===== src/rtl/fx_slave.sv =====
// fx_slave: responder on the fx bus.
//
// Decodes fx write/read strobes whose address bits [21:16] match DEV_ID and
// serves a small local map:
//   0x0000-0x000F  RW configuration bytes (exported on cfg_regs)
//   0x0010         STATUS {4'b0, udf, ovf, full, empty}; bits 2/3 are W1C
//   0x0011         LEVEL, zero-extended FIFO count
//   0x0020         FIFO data; a read pops, a write is ignored
//   0x0030         CMD, write only; raises cmd_pulse for one cycle
// Everything else reads 0 and ignores writes.
//
// Ports:
//   clk_sys              system clock, rising edge
//   rst                  asynchronous active-high reset
//   fx_waddr/fx_wr/fx_data   write address, strobe and data
//   fx_raddr/fx_rd           read address and strobe
//   fx_q                 registered read data, 1-cycle latency, 0 when idle
//   cfg_regs             16 config bytes, byte n at [8n+7:8n]
//   cmd_pulse/cmd_data   one-cycle command strobe and last command byte
//   dev_data/dev_vld     device-side FIFO push
//   dev_full             FIFO full (combinational from the count)
//
// Optional build macro FX_SLAVE_RDCLR_EN: a STATUS read hit also clears the
// sticky ovf/udf flags (the read still returns the pre-clear value).

module fx_slave #(
  parameter logic [5:0]  DEV_ID  = 6'h01,
  parameter int unsigned FIFO_AW = 4
) (
  input  logic         clk_sys,
  input  logic         rst,
  input  logic [21:0]  fx_waddr,
  input  logic         fx_wr,
  input  logic [7:0]   fx_data,
  input  logic [21:0]  fx_raddr,
  input  logic         fx_rd,
  output logic [7:0]   fx_q,
  output logic [127:0] cfg_regs,
  output logic         cmd_pulse,
  output logic [7:0]   cmd_data,
  input  logic [7:0]   dev_data,
  input  logic         dev_vld,
  output logic         dev_full
);

  localparam int unsigned Depth = 2 ** FIFO_AW;

  localparam logic [FIFO_AW:0]   FullCnt = {1'b1, {FIFO_AW{1'b0}}};
  localparam logic [FIFO_AW:0]   CntOne  = {{FIFO_AW{1'b0}}, 1'b1};
  localparam logic [FIFO_AW-1:0] PtrOne  = {{(FIFO_AW-1){1'b0}}, 1'b1};

  localparam logic [15:0] AddrStatus = 16'h0010;
  localparam logic [15:0] AddrLevel  = 16'h0011;
  localparam logic [15:0] AddrFifo   = 16'h0020;
  localparam logic [15:0] AddrCmd    = 16'h0030;

  // ---------------------------------------------------------------------------
  // State
  // ---------------------------------------------------------------------------
  logic [7:0]         cfg_q [16];
  logic [7:0]         mem_q [Depth];
  logic [FIFO_AW-1:0] wptr_q, wptr_d;
  logic [FIFO_AW-1:0] rptr_q, rptr_d;
  logic [FIFO_AW:0]   count_q, count_d;
  logic               ovf_q, ovf_d;
  logic               udf_q, udf_d;
  logic [7:0]         rdata_q, rdata_d;
  logic               cmd_pulse_q, cmd_pulse_d;
  logic [7:0]         cmd_data_q, cmd_data_d;

  // ---------------------------------------------------------------------------
  // Address decode
  // ---------------------------------------------------------------------------
  logic        wr_hit, rd_hit;
  logic [15:0] wloc, rloc;
  logic        wr_cfg, wr_stat, wr_cmd;
  logic        rd_cfg, rd_stat, rd_fifo;

  assign wloc   = fx_waddr[15:0];
  assign rloc   = fx_raddr[15:0];
  assign wr_hit = fx_wr && (fx_waddr[21:16] == DEV_ID);
  assign rd_hit = fx_rd && (fx_raddr[21:16] == DEV_ID);

  assign wr_cfg  = wr_hit && (wloc[15:4] == 12'h000);
  assign wr_stat = wr_hit && (wloc == AddrStatus);
  assign wr_cmd  = wr_hit && (wloc == AddrCmd);

  assign rd_cfg  = rd_hit && (rloc[15:4] == 12'h000);
  assign rd_stat = rd_hit && (rloc == AddrStatus);
  assign rd_fifo = rd_hit && (rloc == AddrFifo);

  // ---------------------------------------------------------------------------
  // FIFO control
  // ---------------------------------------------------------------------------
  logic empty, full;
  logic pop, push;
  logic ovf_set, udf_set;

  assign empty = (count_q == '0);
  assign full  = (count_q == FullCnt);

  assign pop     = rd_fifo && !empty;
  assign udf_set = rd_fifo && empty;
  // A pop in the same cycle frees a slot, so a push into a full FIFO lands.
  assign push    = dev_vld && (!full || pop);
  assign ovf_set = dev_vld && full && !pop;

  assign dev_full = full;

  always_comb begin
    wptr_d  = wptr_q;
    rptr_d  = rptr_q;
    count_d = count_q;
    if (push) begin
      wptr_d = wptr_q + PtrOne;
    end
    if (pop) begin
      rptr_d = rptr_q + PtrOne;
    end
    unique case ({push, pop})
      2'b10:   count_d = count_q + CntOne;
      2'b01:   count_d = count_q - CntOne;
      default: count_d = count_q;
    endcase
  end

  // ---------------------------------------------------------------------------
  // Sticky flags: clear first, then set, so a same-cycle set wins.
  // ---------------------------------------------------------------------------
  logic ovf_clr, udf_clr;

`ifdef FX_SLAVE_RDCLR_EN
  assign ovf_clr = (wr_stat && fx_data[2]) || rd_stat;
  assign udf_clr = (wr_stat && fx_data[3]) || rd_stat;
`else
  assign ovf_clr = wr_stat && fx_data[2];
  assign udf_clr = wr_stat && fx_data[3];
`endif

  always_comb begin
    ovf_d = (ovf_q && !ovf_clr) || ovf_set;
    udf_d = (udf_q && !udf_clr) || udf_set;
  end

  // ---------------------------------------------------------------------------
  // Read data: built from pre-update state, returns 0 when no read hit.
  // ---------------------------------------------------------------------------
  logic [7:0] status;

  assign status = {4'b0000, udf_q, ovf_q, full, empty};

  always_comb begin
    rdata_d = 8'h00;
    if (rd_cfg) begin
      rdata_d = cfg_q[rloc[3:0]];
    end else if (rd_hit) begin
      case (rloc)
        AddrStatus: rdata_d = status;
        AddrLevel:  rdata_d = 8'(count_q);
        AddrFifo:   rdata_d = pop ? mem_q[rptr_q] : 8'h00;
        default:    rdata_d = 8'h00;
      endcase
    end
  end

  // ---------------------------------------------------------------------------
  // Command port
  // ---------------------------------------------------------------------------
  always_comb begin
    cmd_pulse_d = wr_cmd;
    cmd_data_d  = wr_cmd ? fx_data : cmd_data_q;
  end

  // ---------------------------------------------------------------------------
  // Registers
  // ---------------------------------------------------------------------------
  always_ff @(posedge clk_sys or posedge rst) begin
    if (rst) begin
      for (int i = 0; i < 16; i++) begin
        cfg_q[i] <= 8'h00;
      end
      wptr_q      <= '0;
      rptr_q      <= '0;
      count_q     <= '0;
      ovf_q       <= 1'b0;
      udf_q       <= 1'b0;
      rdata_q     <= 8'h00;
      cmd_pulse_q <= 1'b0;
      cmd_data_q  <= 8'h00;
    end else begin
      if (wr_cfg) begin
        cfg_q[wloc[3:0]] <= fx_data;
      end
      wptr_q      <= wptr_d;
      rptr_q      <= rptr_d;
      count_q     <= count_d;
      ovf_q       <= ovf_d;
      udf_q       <= udf_d;
      rdata_q     <= rdata_d;
      cmd_pulse_q <= cmd_pulse_d;
      cmd_data_q  <= cmd_data_d;
    end
  end

  // Storage is not reset: contents are only visible through count/pointers,
  // which are.
  always_ff @(posedge clk_sys) begin
    if (push) begin
      mem_q[wptr_q] <= dev_data;
    end
  end

  // ---------------------------------------------------------------------------
  // Outputs
  // ---------------------------------------------------------------------------
  for (genvar g = 0; g < 16; g++) begin : g_cfg_out
    assign cfg_regs[8*g +: 8] = cfg_q[g];
  end

  assign fx_q      = rdata_q;
  assign cmd_pulse = cmd_pulse_q;
  assign cmd_data  = cmd_data_q;

endmodule


===== config.mk =====
export PLATFORM = sky130hd
export DESIGN_NAME = fx_slave
export DESIGN_NICKNAME = d
export VERILOG_FILES = /design/src/rtl/fx_slave.sv
export SDC_FILE = /design/constraint.sdc
export NUM_CORES = 1
export LEC_CHECK = 0
export CORE_AREA = 2 2 155 157
export DETAILED_ROUTE_END_ITERATION = 8
export DIE_AREA = 0 0 157 159
export MAX_ROUTING_LAYER = met4
export PLACE_DENSITY = 0.86
export SYNTH_ARGS = -nofsm -noshare
export SYNTH_HDL_FRONTEND = slang
export SYNTH_SLANG_ARGS = --single-unit

===== constraint.sdc =====
create_clock -name clk_sys -period 12.6 [get_ports clk_sys]
set_input_delay 1.26 -clock clk_sys [delete_from_list [all_inputs] [get_ports clk_sys]]
set_output_delay 1.26 -clock clk_sys [all_outputs]
set_load 0.02 [all_outputs]

* Word level (Yosys, flattened, before mapping)
Memories as Yosys holds them, arrays and structs flattened.
Cells that the tools add are included.
** Operators by class
- $add $sub $neg :: 4
- $lt $le $gt $ge :: 3
- Equal/unequal tests :: 10
- Multiplexer cells :: 13
- Bitwise logic cells :: 2
- Reduce and logical (&&, ||, !) cells :: 29
** Operator list (number)
- $bwmux W128 :: 1
- $eq A16 B5 Y1 const B :: 3
- $mux W8 :: 6
- $bmux W8 S4 :: 1
- $demux W8 S4 :: 1
- $eq A16 B6 Y1 const B :: 2
- $logic_not A12 Y1 :: 2
- $pmux W8 S3 :: 1
- $logic_and A1 B1 Y1 :: 17
- $eq A6 B1 Y1 const B :: 2
- $ge A5 B5 Y1 const B :: 2
- $not A4 Y5 :: 2
- $pmux W5 S2 :: 1
- $add A4 B1 Y4 const B :: 2
- $add A5 B1 Y5 const B :: 1
- $eq A5 B5 Y1 const B :: 1
- $logic_not A1 Y1 :: 5
- $logic_not A5 Y1 :: 1
- $lt A5 B1 Y1 const B :: 1
- $sub A5 B1 Y5 const B :: 1
- $logic_or A1 B1 Y1 :: 3
- $eq A2 B1 Y1 const B :: 1
- $eq A2 B2 Y1 const B :: 1
- $mux W1 :: 2
- $reduce_bool A2 Y1 :: 1
** Word-level totals
- Memory bits (writable) :: 128
- Register bits after elaboration :: 160
- Output and inout port bits :: 146
- Memories :: 1
** Memory list
- mem_q :: words 16, bits a word 8, rd ports 1, clocked after memory_dff 0, wr ports 1, line 61 : logic [7:0] mem_q [Depth];

* Longest topological paths before layout
- Depth after elaboration :: 8
- Mapped depth :: 12
- Gate-level depth less buffers :: 11

* Worst setup path before layout
OpenSTA, ideal clock, no wires.
- Kind :: input -> register
- From :: input fx_raddr[1]
- To :: memory mem_q[3][0] (enable)
- Path buffers :: 2
- Data required time :: 12.217 ns
- Cell stages on the path :: 8
- Slack :: 8.970 ns
- Arrival :: 3.246 ns
- Cells stage by stage :: clkbuf_1 > nor3_1 > nand4_1 > nor3_1 > o21a_1 > buf_2 > nand2_1 > nor3_1
** Between the ends
- Word-level cells in the longest chain between the ends :: 7
** Ends and longest elaborated chain
- from (decl) :: line 35 : input logic [21:0] fx_raddr,
- $eq A16 B6 Y1 :: line 90 : assign rd_fifo = rd_hit && (rloc == AddrFifo);
- $logic_and A1 B1 Y1 :: line 90
- $logic_and A1 B1 Y1 :: line 102 : assign pop = rd_fifo && !empty;
- $logic_or A1 B1 Y1 :: line 105 : assign push = dev_vld && (!full || pop);
- $logic_and A1 B1 Y1 :: line 105
- $mux W1 :: line 208 : if (push) begin
- $mux W1 (implied by the code) :: line 209 : mem_q[wptr_q] <= dev_data;
- to (decl) :: line 61
No other way between the ends.

* Worst setup path in the final report
- From :: input fx_raddr[1]
- To :: memory mem_q[3][4] (enable)
The elaborated chain is that of the path after synthesis.

==> impl_metrics.csv <==
group,metric,value,unit
synthesis,synth_cells,756,
critical_path,cp.arrival,4.74,ns
clocking,cts.clk_slew.worst_paths,0.06,ns
synthesis,yosys_warnings,0,
floorplan,die_x,157,µm
floorplan,num_io_pins,211,
critical_path,required,12.77,ns
finish,layout.nets,1033,
critical_path,worstSetupPathType,"in -> reg",
power,power_switching,0.0005034,W
power,pwr-share-seq,51.2,%
clocking,cts_setup_buffers,0,
sta,hold_viol_final,0,
critical_path,path_cells,"clkdlybuf4s50_1, buf_4, nor3_1, nand4_1, nor3_1, o21a_1, nand2_1, nor3_1",
power,peakVddDrop,0.1107,mV
sta,rsz0062_at_grt,"false",
power,p_comb_share,9.0,%
worst_hold_path,hold_class,"reg -> reg",
detailed_routing,ant_nets,0,
critical_path,reg2reg_depth,10,
finish,final_cells,1302,
floorplan,start_util,54.16,%
detailed_routing,drt-pass1-iter-count,5,
sta,worst_pin_slew,1.223,ns
sta,setup_viol,0,
synthesis,synth_top_area_share,31.88,%
finish,nFillCells,1476,
status,status,"finished, final reports clean",
floorplan,rows,56,
place,gp_congestion,0.8738,
power,leakagePower,6.278,nW
grt,grt_pass1_vias,8192,
detailed_routing,post_drt_wl_per_cell,25.33,µm
synthesis,async_reset_ff_share,55.56,%
finish,area.growth.synth_to_final,26.20,%
sta,finalCritPeriodShare,36.27,%
clocking,clockRootBuffer,"clkbuf_16",
synthesis,netlist_area,12560,µm²
power,cellPowerDensity,133.2,nW/µm²
critical_path,end_kind,"register",
power,switching_share,23.84,%
clocking,cts_resized,0,
sta,clock.fmax,218.8,MHz
grt,grt_max_degree,82,
power,p_int,0.001608,W
sta,clock_skew,0.02706,ns
synthesis,ys_top_cells_by_count,"dfrtp_1 (160), mux2_2 (143), edfxtp_1 (128), mux4_2 (65), nand2_1 (26)",
critical_path,cpMostUsedCell,"nor3_1",
worst_hold_path,hold_depth,1,
sta,fin_crit,4.570,ns
synthesis,postSynthAreaPerCell,16.61,µm²
critical_path,cp_max_fo,25,
finish,drive_gt1_share,28.48,%
clocking,clkSinkCount,288,
grt,antenna_found_initial,0,
detailed_routing,routed_wl,32980,µm
clocking,numCtsBuffers,28,
finish,fin_area,15850,µm²
clocking,clk_latency,0.55,ns
finish,diodes,0,
clocking,cts_tree,"built",
synthesis,syn-num-nets,828,
detailed_routing,drc_errors,0,
clocking,clk_path_buf_depth,3,
place,dpl_cell_area,14930,µm²
clocking,cts-htree-levels,1,
floorplan,die-area,24960,µm²
synthesis,synth-seq-cells,288,
sta,setup_ws,8.030,ns
grt,grt.overflow.total,0,
grt,track_usage,27.61,%
finish,postLayoutCoreUtil,68.35,%
critical_path,max_stage_delay,0.91,ns
place,dp_hpwl,22100,µm
place,detailedPlace.worstSlack,7.553,ns
sta,fin_setup_tns,0,ns
power,pwr-share-clk,39.7,%
floorplan,die_h,159,µm
place,placedCellCount,1250,
sta,drv_slew,0,
clocking,cts.hold.buffers_added,0,
grt,grt_pass1_wl,50330,µm
critical_path,critical_path.startpoint_type,"primary input",
synthesis,yosysMostFrequentCell,"dfrtp_1",
detailed_routing,vias,7864,
synthesis,synth-edff-count,128,
detailed_routing,initialDrtViolationCount,610,
detailed_routing,viasPerCell,6.040,
synthesis,yosysUniqueCellTypes,54,
synthesis,synth_top_cells_by_area,"dfrtp_1 (32%), edfxtp_1 (31%), mux2_2 (13%)",
critical_path,cp_slowest_cell,"nor3_1",
sta,slew_headroom,17.80,%
synthesis,synth_top_area_cell,"dfrtp_1",
place,io_buffers,210,
floorplan,coreArea,23190,µm²
job,cap_violations,0,
synthesis,synth_ff_type,"dfrtp_1",
synthesis,ys_seq_area_share,62.48,%
[cell type report]
type                    instances  area [µm²]  share of cell area (%)
clock buffers                  39       772.0                   4.870
clock inverters                13       152.6                  0.9630
flip-flops and latches        288        7849                   49.51
repair buffers                217        2145                   13.53
well taps                     319       399.1                   2.518
multi-input cells             420        4507                   28.43
inverters                       6       27.53                  0.1737
[worst max-delay path: cells and delay by family]
family	cells	cell delay [ns]
simple gates	5	2.37
buf+inv	2	0.67
compound gates	1	0.41
[power groups by stage]
| stage | registers, W | clock network [W] | logic [W] |
|---|---|---|---|
| 6_report | 0.00108 | 0.000839 | 0.000191 |
| 5_1_grt | 0.00109 | 0.000885 | 0.000210 |
| 4_1_cts | 0.00108 | 0.000845 | 0.000191 |
| 3_5_place_dp | 0.00110 | 0 | 0.000187 |
| 3_3_place_gp | 0.00109 | 0 | 0.000177 |
| 2_1_floorplan | 0.00107 | 0 | 0.000135 |
[metrics by stage]
step	hold WS (ns)	power [W]
after floorplan	0.4620	0.001208
after detailed placement	0.4870	0.001284
after CTS	0.5051	0.002117
after global placement	0.4798	0.001270
after global routing	0.5302	0.002181
final	0.5089	0.002111
[flip-flops by register name, summed over array words and instances, names as in the netlist]
| register | count |
|---|---|
| cfg_regs | 128 |
| cmd_data | 8 |
| cmd_pulse | 1 |
| count_q | 5 |
| fx_q | 8 |
| mem_q | 128 |
| ovf_q | 1 |
| rptr_q | 4 |
| udf_q | 1 |
| wptr_q | 4 |
[cells by family (layout without fill, tap and decap cells)]
family | after synthesis | after routing | synth area share (%)
xor gates and xnor gates | 11 | 11 | 0.7671
AOI/OAI and AO/OA | 53 | 53 | 2.899
DFF | 288 | 288 | 62.48
adders and majority gates | 7 | 7 | 0.6972
and+or+nand+nor | 126 | 126 | 5.847
muxes | 223 | 223 | 25.67
buffers and inverters | 48 | 275 | 1.644
[routing by layer]
layer  GRT usage (%)  vias up  routed length, µm
li1                -     3335                  -
met4           11.63        0               1429
met2           44.02      420              16490
met1           35.25     4028              12500
met5               -        -                  0
met3           4.763       81               2566
[path summary, 6_finish.rpt]
check	startpoint	to	slack, ns
worst min register to register	cmd_data[6]	cmd_data[6]	0.51
max in group asynchronous	rst	rptr_q[0]	9.80
min in group asynchronous	rst	wptr_q[0]	1.23
worst min-delay path	cmd_data[6]	cmd_data[6]	0.51
worst max-delay path	fx_raddr[1]	mem_q[3][4]	8.03
worst max register to register	count_q[1]	count_q[4]	9.39
[cell usage in the layout (no fill, tap or decap), types with 3 or more instances in the layout]
cell type,instances
clkdlybuf4s50_1,208
dfrtp_1,159
mux2_2,143
edfxtp_1,128
mux4_2,65
clkbuf_16,28
nand2_1,26
nor2_1,24
a211oi_1,18
nor2b_1,16
mux2i_1,15
a21oi_1,13
nor3_1,8
xnor2_1,8
clkbuf_1,8
nor2_2,7
o21ai_0,7
ha_1,7
buf_4,7
nor4_1,6
clkinv_2,6
nand3_1,5
nand2b_1,5
inv_1,5
a221o_1,4
nand3_2,3
xor2_1,3
bufinv_16,3
clkbuf_8,3
No activity file was read; power rests on OpenSTA's default activity.
